**src/rtl/axi4lite_wr_issuer_if.sv**
```systemverilog
// Bus bundle for axi4lite_wr_issuer: the pre-split per-beat command and
// write-data inputs, the AXI4-Lite AW/W/B master channels and the folded
// AXI4 B response channel back toward the AXI4 master.
// The issuer attaches through modport master; the surrounding environment
// (upstream splitter, Lite slave, AXI4 master) attaches through modport slave.
interface axi4lite_wr_issuer_if #(
  parameter int axi4_id_size   = 5,
  parameter int axi4_addr_size = 32,
  parameter int axi4_data_size = 64
);
  localparam int strb_size = axi4_data_size / 8;

  logic                      cmd_valid;
  logic                      cmd_ready;
  logic [axi4_addr_size-1:0] cmd_addr;
  logic [axi4_id_size-1:0]   cmd_id;
  logic [2:0]                cmd_prot;
  logic                      cmd_last;

  logic                      wdat_valid;
  logic                      wdat_ready;
  logic [axi4_data_size-1:0] wdat_data;
  logic [strb_size-1:0]      wdat_strb;
  logic                      wdat_last;

  logic                      m_axi4lite_aw_valid;
  logic                      m_axi4lite_aw_ready;
  logic [axi4_addr_size-1:0] m_axi4lite_aw_addr;
  logic [2:0]                m_axi4lite_aw_prot;

  logic                      m_axi4lite_w_valid;
  logic                      m_axi4lite_w_ready;
  logic [axi4_data_size-1:0] m_axi4lite_w_data;
  logic [strb_size-1:0]      m_axi4lite_w_strb;

  logic                      m_axi4lite_b_valid;
  logic                      m_axi4lite_b_ready;
  logic [1:0]                m_axi4lite_b_resp;

  logic                      s_axi4_b_valid;
  logic                      s_axi4_b_ready;
  logic [axi4_id_size-1:0]   s_axi4_b_id;
  logic [1:0]                s_axi4_b_resp;

  modport master (
    input  cmd_valid, cmd_addr, cmd_id, cmd_prot, cmd_last,
    output cmd_ready,
    input  wdat_valid, wdat_data, wdat_strb, wdat_last,
    output wdat_ready,
    output m_axi4lite_aw_valid, m_axi4lite_aw_addr, m_axi4lite_aw_prot,
    input  m_axi4lite_aw_ready,
    output m_axi4lite_w_valid, m_axi4lite_w_data, m_axi4lite_w_strb,
    input  m_axi4lite_w_ready,
    input  m_axi4lite_b_valid, m_axi4lite_b_resp,
    output m_axi4lite_b_ready,
    output s_axi4_b_valid, s_axi4_b_id, s_axi4_b_resp,
    input  s_axi4_b_ready
  );

  modport slave (
    output cmd_valid, cmd_addr, cmd_id, cmd_prot, cmd_last,
    input  cmd_ready,
    output wdat_valid, wdat_data, wdat_strb, wdat_last,
    input  wdat_ready,
    input  m_axi4lite_aw_valid, m_axi4lite_aw_addr, m_axi4lite_aw_prot,
    output m_axi4lite_aw_ready,
    input  m_axi4lite_w_valid, m_axi4lite_w_data, m_axi4lite_w_strb,
    output m_axi4lite_w_ready,
    output m_axi4lite_b_valid, m_axi4lite_b_resp,
    input  m_axi4lite_b_ready,
    input  s_axi4_b_valid, s_axi4_b_id, s_axi4_b_resp,
    output s_axi4_b_ready
  );
endinterface

```
**src/rtl/axi4lite_wr_issuer.sv**
```systemverilog
// axi4lite_wr_issuer: write-issue stage of the AXI4-to-AXI4-Lite bridge.
// Takes one single-beat write command plus its data beat, issues it as one
// AXI4-Lite AW/W pair, collects the Lite B, and folds all B responses of a
// burst into one AXI4 B tagged with the burst ID.
// Optional feature macro: AXI4LITE_WR_LAST_CHECK_EN -- when defined, a beat
// whose WLAST disagrees with the command's last flag forces the burst's
// AXI4 response to SLVERR (DECERR still wins).
module axi4lite_wr_issuer #(
  parameter int axi4_id_size   = 5,
  parameter int axi4_addr_size = 32,
  parameter int axi4_data_size = 64
) (
  input logic                  clk,
  input logic                  rst,
  axi4lite_wr_issuer_if.master bus
);
  localparam int strb_size = axi4_data_size / 8;

  localparam logic [1:0] RESP_OKAY   = 2'b00;
  localparam logic [1:0] RESP_EXOKAY = 2'b01;
  localparam logic [1:0] RESP_SLVERR = 2'b10;
  localparam logic [1:0] RESP_DECERR = 2'b11;

  typedef enum logic [1:0] {
    IDLE,
    ISSUE,
    RESP,
    BRSP
  } state_t;

  state_t                    state;
  logic [axi4_addr_size-1:0] addr_q;
  logic [2:0]                prot_q;
  logic [axi4_id_size-1:0]   id_q;
  logic                      last_q;
  logic [axi4_data_size-1:0] data_q;
  logic [strb_size-1:0]      strb_q;
  logic                      aw_valid_q;
  logic                      w_valid_q;
  logic                      aw_done;
  logic                      w_done;
  logic [1:0]                acc_resp;

  logic                      accept;
  logic                      aw_hs;
  logic                      w_hs;
  logic                      aw_fin;
  logic                      w_fin;
  logic [1:0]                mapped_resp;
  logic [1:0]                merged_resp;
  logic [1:0]                b_resp_out;

  // Command and data are only ever taken together, and only while idle.
  assign accept = (state == IDLE) && bus.cmd_valid && bus.wdat_valid;
  assign aw_hs  = aw_valid_q && bus.m_axi4lite_aw_ready;
  assign w_hs   = w_valid_q && bus.m_axi4lite_w_ready;
  assign aw_fin = aw_done || aw_hs;
  assign w_fin  = w_done || w_hs;

  // EXOKAY has no meaning for a folded burst response, so treat it as OKAY;
  // the numeric encoding then orders OKAY < SLVERR < DECERR directly.
  always_comb begin
    mapped_resp = bus.m_axi4lite_b_resp;
    if (bus.m_axi4lite_b_resp == RESP_EXOKAY) begin
      mapped_resp = RESP_OKAY;
    end
  end

  assign merged_resp = (mapped_resp > acc_resp) ? mapped_resp : acc_resp;

  // Issue FSM: latch a beat, run AW and W independently, wait for the Lite B,
  // and at the end of a burst hold the merged AXI4 B until it is taken.
  always_ff @(posedge clk) begin
    if (rst) begin
      state      <= IDLE;
      addr_q     <= '0;
      prot_q     <= '0;
      id_q       <= '0;
      last_q     <= 1'b0;
      data_q     <= '0;
      strb_q     <= '0;
      aw_valid_q <= 1'b0;
      w_valid_q  <= 1'b0;
      aw_done    <= 1'b0;
      w_done     <= 1'b0;
      acc_resp   <= RESP_OKAY;
    end else begin
      case (state)
        IDLE: begin
          if (accept) begin
            addr_q     <= bus.cmd_addr;
            prot_q     <= bus.cmd_prot;
            id_q       <= bus.cmd_id;
            last_q     <= bus.cmd_last;
            data_q     <= bus.wdat_data;
            strb_q     <= bus.wdat_strb;
            aw_valid_q <= 1'b1;
            w_valid_q  <= 1'b1;
            aw_done    <= 1'b0;
            w_done     <= 1'b0;
            state      <= ISSUE;
          end
        end
        ISSUE: begin
          if (aw_hs) begin
            aw_valid_q <= 1'b0;
            aw_done    <= 1'b1;
          end
          if (w_hs) begin
            w_valid_q <= 1'b0;
            w_done    <= 1'b1;
          end
          if (aw_fin && w_fin) begin
            state <= RESP;
          end
        end
        RESP: begin
          if (bus.m_axi4lite_b_valid) begin
            acc_resp <= merged_resp;
            state    <= last_q ? BRSP : IDLE;
          end
        end
        BRSP: begin
          if (bus.s_axi4_b_ready) begin
            acc_resp <= RESP_OKAY;
            state    <= IDLE;
          end
        end
        default: begin
          state <= IDLE;
        end
      endcase
    end
  end

`ifdef AXI4LITE_WR_LAST_CHECK_EN
  logic mismatch_q;

  // Sticky per-burst flag: any beat whose WLAST disagreed with its command's
  // last marker taints the whole burst; it clears together with acc_resp.
  always_ff @(posedge clk) begin
    if (rst) begin
      mismatch_q <= 1'b0;
    end else if ((state == BRSP) && bus.s_axi4_b_ready) begin
      mismatch_q <= 1'b0;
    end else if (accept && (bus.wdat_last != bus.cmd_last)) begin
      mismatch_q <= 1'b1;
    end
  end

  // A framing mismatch reports SLVERR, but a decode error is still the
  // stronger statement and is passed through unchanged.
  assign b_resp_out = (mismatch_q && (acc_resp != RESP_DECERR)) ? RESP_SLVERR : acc_resp;
`else
  logic unused_wdat_last;

  // Without the check, bursts are delimited by cmd_last alone.
  assign unused_wdat_last = bus.wdat_last;
  assign b_resp_out       = acc_resp;
`endif

  // Upstream readies come only from idle-state decode and the two valids, so
  // no ready input ever reaches a valid output.
  assign bus.cmd_ready  = accept;
  assign bus.wdat_ready = accept;

  assign bus.m_axi4lite_aw_valid = aw_valid_q;
  assign bus.m_axi4lite_aw_addr  = addr_q;
  assign bus.m_axi4lite_aw_prot  = prot_q;

  assign bus.m_axi4lite_w_valid = w_valid_q;
  assign bus.m_axi4lite_w_data  = data_q;
  assign bus.m_axi4lite_w_strb  = strb_q;

  assign bus.m_axi4lite_b_ready = (state == RESP);

  assign bus.s_axi4_b_valid = (state == BRSP);
  assign bus.s_axi4_b_id    = id_q;
  assign bus.s_axi4_b_resp  = b_resp_out;
endmodule

```
**src/flat_wrapper.sv**
```systemverilog
// flat-port wrapper written by rule: the top's interface ports become plain ports
module axi4lite_wr_issuer_flat 
#(
  parameter int axi4_id_size   = 5,
  parameter int axi4_addr_size = 32,
  parameter int axi4_data_size = 64
)
  (clk, rst, bus_cmd_valid, bus_cmd_addr, bus_cmd_id, bus_cmd_prot, bus_cmd_last, bus_cmd_ready, bus_wdat_valid, bus_wdat_data, bus_wdat_strb, bus_wdat_last, bus_wdat_ready, bus_m_axi4lite_aw_valid, bus_m_axi4lite_aw_addr, bus_m_axi4lite_aw_prot, bus_m_axi4lite_aw_ready, bus_m_axi4lite_w_valid, bus_m_axi4lite_w_data, bus_m_axi4lite_w_strb, bus_m_axi4lite_w_ready, bus_m_axi4lite_b_valid, bus_m_axi4lite_b_resp, bus_m_axi4lite_b_ready, bus_s_axi4_b_valid, bus_s_axi4_b_id, bus_s_axi4_b_resp, bus_s_axi4_b_ready);
  axi4lite_wr_issuer_if #(.axi4_id_size(axi4_id_size), .axi4_addr_size(axi4_addr_size), .axi4_data_size(axi4_data_size)) bus_i ();
  input logic clk;
  input logic rst;
  input wire logic [$bits(bus_i.cmd_valid)-1:0] bus_cmd_valid;
  input wire logic [$bits(bus_i.cmd_addr)-1:0] bus_cmd_addr;
  input wire logic [$bits(bus_i.cmd_id)-1:0] bus_cmd_id;
  input wire logic [$bits(bus_i.cmd_prot)-1:0] bus_cmd_prot;
  input wire logic [$bits(bus_i.cmd_last)-1:0] bus_cmd_last;
  output wire logic [$bits(bus_i.cmd_ready)-1:0] bus_cmd_ready;
  input wire logic [$bits(bus_i.wdat_valid)-1:0] bus_wdat_valid;
  input wire logic [$bits(bus_i.wdat_data)-1:0] bus_wdat_data;
  input wire logic [$bits(bus_i.wdat_strb)-1:0] bus_wdat_strb;
  input wire logic [$bits(bus_i.wdat_last)-1:0] bus_wdat_last;
  output wire logic [$bits(bus_i.wdat_ready)-1:0] bus_wdat_ready;
  output wire logic [$bits(bus_i.m_axi4lite_aw_valid)-1:0] bus_m_axi4lite_aw_valid;
  output wire logic [$bits(bus_i.m_axi4lite_aw_addr)-1:0] bus_m_axi4lite_aw_addr;
  output wire logic [$bits(bus_i.m_axi4lite_aw_prot)-1:0] bus_m_axi4lite_aw_prot;
  input wire logic [$bits(bus_i.m_axi4lite_aw_ready)-1:0] bus_m_axi4lite_aw_ready;
  output wire logic [$bits(bus_i.m_axi4lite_w_valid)-1:0] bus_m_axi4lite_w_valid;
  output wire logic [$bits(bus_i.m_axi4lite_w_data)-1:0] bus_m_axi4lite_w_data;
  output wire logic [$bits(bus_i.m_axi4lite_w_strb)-1:0] bus_m_axi4lite_w_strb;
  input wire logic [$bits(bus_i.m_axi4lite_w_ready)-1:0] bus_m_axi4lite_w_ready;
  input wire logic [$bits(bus_i.m_axi4lite_b_valid)-1:0] bus_m_axi4lite_b_valid;
  input wire logic [$bits(bus_i.m_axi4lite_b_resp)-1:0] bus_m_axi4lite_b_resp;
  output wire logic [$bits(bus_i.m_axi4lite_b_ready)-1:0] bus_m_axi4lite_b_ready;
  output wire logic [$bits(bus_i.s_axi4_b_valid)-1:0] bus_s_axi4_b_valid;
  output wire logic [$bits(bus_i.s_axi4_b_id)-1:0] bus_s_axi4_b_id;
  output wire logic [$bits(bus_i.s_axi4_b_resp)-1:0] bus_s_axi4_b_resp;
  input wire logic [$bits(bus_i.s_axi4_b_ready)-1:0] bus_s_axi4_b_ready;
  assign bus_i.cmd_valid = bus_cmd_valid;
  assign bus_i.cmd_addr = bus_cmd_addr;
  assign bus_i.cmd_id = bus_cmd_id;
  assign bus_i.cmd_prot = bus_cmd_prot;
  assign bus_i.cmd_last = bus_cmd_last;
  assign bus_cmd_ready = bus_i.cmd_ready;
  assign bus_i.wdat_valid = bus_wdat_valid;
  assign bus_i.wdat_data = bus_wdat_data;
  assign bus_i.wdat_strb = bus_wdat_strb;
  assign bus_i.wdat_last = bus_wdat_last;
  assign bus_wdat_ready = bus_i.wdat_ready;
  assign bus_m_axi4lite_aw_valid = bus_i.m_axi4lite_aw_valid;
  assign bus_m_axi4lite_aw_addr = bus_i.m_axi4lite_aw_addr;
  assign bus_m_axi4lite_aw_prot = bus_i.m_axi4lite_aw_prot;
  assign bus_i.m_axi4lite_aw_ready = bus_m_axi4lite_aw_ready;
  assign bus_m_axi4lite_w_valid = bus_i.m_axi4lite_w_valid;
  assign bus_m_axi4lite_w_data = bus_i.m_axi4lite_w_data;
  assign bus_m_axi4lite_w_strb = bus_i.m_axi4lite_w_strb;
  assign bus_i.m_axi4lite_w_ready = bus_m_axi4lite_w_ready;
  assign bus_i.m_axi4lite_b_valid = bus_m_axi4lite_b_valid;
  assign bus_i.m_axi4lite_b_resp = bus_m_axi4lite_b_resp;
  assign bus_m_axi4lite_b_ready = bus_i.m_axi4lite_b_ready;
  assign bus_s_axi4_b_valid = bus_i.s_axi4_b_valid;
  assign bus_s_axi4_b_id = bus_i.s_axi4_b_id;
  assign bus_s_axi4_b_resp = bus_i.s_axi4_b_resp;
  assign bus_i.s_axi4_b_ready = bus_s_axi4_b_ready;
  axi4lite_wr_issuer #(.axi4_id_size(axi4_id_size), .axi4_addr_size(axi4_addr_size), .axi4_data_size(axi4_data_size)) u_core (.clk(clk), .rst(rst), .bus(bus_i));
endmodule
```
**config.mk**
```make
export PLATFORM = sky130hd
export DESIGN_NAME = axi4lite_wr_issuer_flat
export DESIGN_NICKNAME = d
export VERILOG_FILES = /design/src/rtl/axi4lite_wr_issuer_if.sv /design/src/rtl/axi4lite_wr_issuer.sv /design/src/flat_wrapper.sv
export SDC_FILE = /design/constraint.sdc
export NUM_CORES = 1
export LEC_CHECK = 0
export CAP_MARGIN = 10
export CORE_MARGIN = 2
export CORE_UTILIZATION = 38
export CTS_CLUSTER_SIZE = 40
export DETAILED_ROUTE_END_ITERATION = 8
export HOLD_SLACK_MARGIN = 0.08
export PLACE_DENSITY = 0.84
export REMOVE_ABC_BUFFERS = 1
export SYNTH_ARGS = -nofsm -noshare
export SYNTH_HDL_FRONTEND = slang
export SYNTH_SLANG_ARGS = --single-unit
```
**constraint.sdc**
```tcl
create_clock -name clk -period 1.9 [get_ports clk]
set_input_delay 0.19 -clock clk [delete_from_list [all_inputs] [get_ports clk]]
set_output_delay 0.19 -clock clk [all_outputs]
set_load 0.02 [all_outputs]
```
Word level (Yosys, flattened, before mapping). Index checks and enable logic that the tools add are counted.

Bits in registers: 121. Output and inout port bits: 120. Word-level logic and storage cells: 59.

Order comparisons: 1. Equal/unequal tests: 11. Muxes and demuxes: 20. Reduce and logical (&&, ||, !) cells: 15.

Operator list (count): 2-bit two-way mux (8); 2-bit by 1-bit inequality test with 1-bit output, second input constant (5); 1-bit case mux with 2 select lines (4); 2-bit case mux with 4 select lines (1); 4-bit AND reduction (2); 1-bit two-way mux (6); 3-bit AND reduction (2); 1-bit logical AND (5); 2-bit by 1-bit equality test with 1-bit output, second input constant (2); 2-bit equality test, second input constant (2); 2-bit inequality test, second input constant (2); 2-bit case mux with 2 select lines (1); 2-bit nonzero test (2); 2-bit > comparator (1); 2-bit logical NOT (1); 1-bit logical OR (2); 2-bit AND reduction (1).

Depth between registers and ports, before layout.
Depth after elaboration: 6. Gate-level depth with buffers: 8.

Least setup slack after synthesis. No wires, ideal clock.

Path type: reg-to-reg. From: register u_core.acc_resp[1], in the netlist u_core.bus.s_axi4_b_resp[1]. To: register u_core.acc_resp[1], in the netlist u_core.bus.s_axi4_b_resp[1]. Library setup time: 0.087 ns. Arrival time: 1.393 ns. Setup slack: 0.419 ns. Stages on the path, launching flop included: 7. Period minus slack after synthesis: 1.481 ns. Cells stage by stage: dfxtp_1 -> inv_1 -> ha_1 -> nor2b_1 -> a2bb2oi_1 -> o21a_1 -> o31ai_1.

Cells in the longest elaborated chain, start to end: 3.

Ends and longest elaborated chain: from (decl) (RTL line axi4lite_wr_issuer.sv:42) `logic [1:0] acc_resp;`; from (signal assigned) (RTL line axi4lite_wr_issuer.sv:119) `acc_resp <= merged_resp;`; 2-bit > comparator (RTL line axi4lite_wr_issuer.sv:69) `assign merged_resp = (mapped_resp > acc_resp) ? mapped_resp : acc_resp;`; 2-bit by 1-bit inequality test with 1-bit output (no source line); 4-bit AND reduction (no source line).

No other way between the ends. A chain may end at the register's enable or synchronous reset.

Final worst setup path.
From: register u_core.state[1]. To: output port bus_m_axi4lite_b_ready.

Cells in the longest elaborated chain, start to end: 1.

Ends and longest elaborated chain: from (decl) (RTL line axi4lite_wr_issuer.sv:31) `state_t state;`; from (signal assigned) (RTL line axi4lite_wr_issuer.sv:120) `state <= last_q ? BRSP : IDLE;`; 2-bit equality test (RTL line axi4lite_wr_issuer.sv:175) `assign bus.m_axi4lite_b_ready = (state == RESP);`; to (decl) (RTL line flat_wrapper.sv:33) `output wire logic [$bits(bus_i.m_axi4lite_b_ready)-1:0] bus_m_axi4lite_b_ready;`.

No other way between the ends.

==> flow_metrics.py <==
metrics = {
    "sta": {
        "final.setup_skew_ns": 0.00693,
        "unrepaired_setup_endpoints_after_global_routing": "false",
        "finalSetupViolations": 0,
        "final.setup.tns_ns": 0,
        "worst_slack_ns": 0.0774,
        "layout_worst_path_cycle_share_pct": 95.9,
        "relative_slew_slack_pct": 58.9,
        "final-max-slew-violation-count": 0,
        "final_period_minus_worst_setup_slack_ns": 1.82,
        "max_slew.worst_pin.slew_ns": 0.616,
        "max_freq_mhz": 549,
        "final_hold_viol_count": 0,
    },
    "critical_path": {
        "worstPathCellList": "buf_4 -> nor2b_1 -> clkdlybuf4s50_1",
        "cp_top_family": "buffers and inverters",
        "worst_path_max_delay_cell": "sky130_fd_sc_hd__clkdlybuf4s50_1",
        "required_ns": 1.71,
        "worst_setup_path_end_kind": "output pin",
        "crit_type": "flop to output pin",
        "crit_buf_inv": 2,
        "arrival_time_worst_endpoint_ns": 1.63,
        "setup.worst_path.start_class": "flop",
        "worst-path-max-fanout": 10,
        "critical-path-max-stage-delay_ns": 0.61,
    },
    "synthesis": {
        "synth_largest_area_cell": "sky130_fd_sc_hd__dfxtp_1",
        "yosysWarnings": 0,
        "synthCells": 546,
        "ys_seq_area_share_pct": 56.1,
        "synth_top_cell_area_share_pct": 56.1,
        "mappedNetlistArea_mm2": 0.00432,
        "netlist-cell-type-count": 30,
        "ranking_of_synthesized_cells_by_area": "sky130_fd_sc_hd__dfxtp_1 56%, sky130_fd_sc_hd__nand2_1 20%, sky130_fd_sc_hd__a21oi_1 13%",
        "avg_inst_size_synth_um2": 7.91,
        "synth_seq_cells": 121,
    },
    "clock_tree": {
        "cts_made_buffers": 17,
        "h_tree_level_count": 4,
        "ctsRootBufferMaster": "sky130_fd_sc_hd__clkbuf_16",
        "numClockSinks": 121,
        "clk_path_buf_depth": 2,
        "worst_setup_hold_path_clk_slew_ns": 0.05,
        "cts_tree": "done",
        "clock_latency_ns": 0.40,
        "postCtsSetupBuffers": 0,
    },
    "power_and_ir_drop": {
        "pwr-share-seq_pct": 41.4,
        "fin_total_pwr_mw": 6.60,
        "switching_share_pct": 23.5,
        "comb_power_share_pct": 15.1,
        "leakage_nw": 2.66,
        "cell_internal_pwr_mw": 5.04,
        "cellPowerDensity_mw_per_mm2": 899,
        "clkPwrFrac_pct": 43.5,
        "p_switching_mw": 1.55,
        "vdd_ir_drop_max_v": 0.000716,
    },
    "route": {
        "number_of_search_and_repair_iterations_in_the_first_detailed_routing_pass": 4,
        "routed_wirelength_um": 13400,
        "avgRoutedWirePerCell_um": 14.5,
        "detail-route-antenna-nets": 0,
        "post_drt_via_cell_ratio": 4.82,
        "drc": 0,
        "vias": 4454,
        "detail_route.iter0.violations": 219,
    },
    "floorplanning": {
        "ios": 244,
        "fp.dieW_um": 111,
        "die_y_um": 111,
        "core_area_mm2": 0.0110,
        "number_of_placement_rows": 38,
        "initial_core_util_pct": 39.3,
        "design.die.area_mm2": 0.0122,
    },
    "final_layout": {
        "drive_gt1_share_pct": 4.97,
        "fin_cells": 924,
        "mostFrequentLayoutCell": "sky130_fd_sc_hd__clkdlybuf4s50_1",
        "growth_of_design_area_from_synthesis_to_finish_pct": 69.9,
        "layout.filler_cells": 893,
        "most_frequent_cells_in_the_layout": "239 x sky130_fd_sc_hd__clkdlybuf4s50_1, 232 x sky130_fd_sc_hd__nand2_1, 121 x sky130_fd_sc_hd__dfxtp_1",
        "diodes": 0,
        "layout.nets": 901,
    },
    "outcome": {
        "status": "finished, final reports clean",
    },
    "global_route": {
        "grt_start_max_net_pins": 63,
        "grt.busiest_layer": "met2",
        "number_of_antenna_violations_at_the_first_check_in_global_routing": 0,
        "gr-usage-met2_pct": 37.8,
        "grt_pass1_wl_um": 21400,
        "number_of_global_route_vias_before_repair": 4387,
        "grt-ovfl-total": 0,
        "grt_util_all_layers_pct": 21.7,
        "met1_usage_pct": 21.7,
        "grtUsageMet3_pct": 9.28,
    },
    "placement": {
        "finalWeightedCongestion": 0.772,
        "placed_cells": 895,
        "io_buffers": 242,
        "pre_cts_slack_ns": -0.103,
        "hpwlAfterDp_um": 9330,
    },
    "flow_run": {
        "cap_violations": 0,
    },
    "min_path": {
        "holdCritPathClass": "primary input to flop",
    },
}
==> stage by stage <==
step | hold slack, ns | cell area [um2] | util [%]
2_1_floorplan | 0.258 | 4110 | -
3_3_place_gp | 0.441 | 6810 | 62.0
3_5_place_dp | 0.446 | 6810 | 62.0
4_1_cts | 0.313 | 7340 | 66.8
5_1_grt | 0.326 | 7340 | 66.8
6_report | 0.332 | 7340 | 66.8
==> final timing paths <==
check        depth (start not counted)  slack, ns                                to                              from
max                                  3       0.08            bus_m_axi4lite_b_ready                   u_core.state[1]
min                                  3       0.33  u_core.bus.m_axi4lite_w_data[27]                 bus_wdat_data[27]
max reg2reg                          5       0.26   u_core.bus.m_axi4lite_w_data[1]                   u_core.state[0]
min reg2reg                          2       0.45  u_core.bus.m_axi4lite_w_data[45]  u_core.bus.m_axi4lite_w_data[45]
==> registers in the layout, indices dropped and copies added (netlist names) <==
name,cells
u_core.bus.m_axi4lite_w_data,64
u_core.bus.m_axi4lite_aw_addr,32
u_core.bus.m_axi4lite_w_strb,8
u_core.bus.s_axi4_b_id,5
u_core.bus.m_axi4lite_aw_prot,3
u_core.bus.s_axi4_b_resp,2
u_core.state,2
u_core.aw_done,1
u_core.bus.m_axi4lite_aw_valid,1
u_core.bus.m_axi4lite_w_valid,1
u_core.last_q,1
u_core.w_done,1
==> worst reg2reg max path: cells and delay by family, from the launching register on <==
family | cells | cell delay, ns
buffers and inverters | 2 | 0.52
AOI/OAI and AO/OA | 1 | 0.18
and+or+nand+nor | 2 | 0.55
DFF | 1 | 0.31
==> routing by layer <==
| layer | up-vias | wire (um) | part of all wire [%] |
|---|---|---|---|
| met1 | 2010 | 5050 | 38 |
| met5 | - | 0 | 0 |
| met2 | 197 | 6760 | 51 |
| li1 | 2216 | - | - |
| met3 | 31 | 1170 | 8.7 |
| met4 | 0 | 398 | 3.0 |
==> cells by family after synthesis <==
kind of cell    count (synthesis)  synth area share [%]
compound gates                127                  15.5
fa+ha+maj                       2                 0.579
buf+inv                        45                  5.18
flops                         121                  56.1
simple gates                  251                  22.6
==> cell usage after synthesis <==
master / number
sky130_fd_sc_hd__a31oi_1: 2
sky130_fd_sc_hd__clkinv_2: 1
sky130_fd_sc_hd__nor2_1: 5
sky130_fd_sc_hd__buf_2: 16
sky130_fd_sc_hd__a311oi_2: 1
sky130_fd_sc_hd__o31ai_1: 1
sky130_fd_sc_hd__nand3_1: 1
sky130_fd_sc_hd__dfxtp_1: 121
sky130_fd_sc_hd__buf_6: 4
sky130_fd_sc_hd__a2bb2oi_1: 1
sky130_fd_sc_hd__a32oi_1: 2
sky130_fd_sc_hd__ha_1: 2
sky130_fd_sc_hd__and2_1: 1
sky130_fd_sc_hd__nor3_1: 2
sky130_fd_sc_hd__o21ai_0: 1
sky130_fd_sc_hd__nand2_1: 232
sky130_fd_sc_hd__nor2b_1: 3
sky130_fd_sc_hd__or2_2: 1
sky130_fd_sc_hd__o32ai_1: 1
sky130_fd_sc_hd__a21oi_1: 116
sky130_fd_sc_hd__inv_1: 1
sky130_fd_sc_hd__nor4b_1: 1
sky130_fd_sc_hd__buf_4: 1
sky130_fd_sc_hd__nand2b_1: 2
sky130_fd_sc_hd__nor3b_1: 1
sky130_fd_sc_hd__or3_1: 1
sky130_fd_sc_hd__a21boi_0: 1
sky130_fd_sc_hd__o21a_1: 1
sky130_fd_sc_hd__clkbuf_1: 22
sky130_fd_sc_hd__nand3b_1: 1
==> final cells by class <==
cell class	count	area (um2)	area share [%]
clock buffers	24	482	6.56
inverters	2	8.76	0.119
flip-flops and latches	121	2420	33.0
well taps	140	175	2.39
multi-input cells	380	1680	22.9
clock inverters	4	45.0	0.614
repair buffers	253	2530	34.4
==> timing repair <==
| item | CTS | global route |
|---|---|---|
| gates resized for setup | 2 | 0 |
| hold endpoints to repair | 3 | 0 |
| hold buffers | 1 | 0 |
| setup endpoints to repair | 2 | 0 |
==> power groups by stage <==
stage	sequential (mW)	clock (mW)	combinational (mW)
global route	2.74	3.04	1.06
global placement	2.77	0	0.972
floorplan	2.92	0	0.223
detailed placement	2.78	0	0.991
CTS	2.73	2.93	1.00
finish	2.73	2.87	0.995
Power figures use the tool's default switching activity.
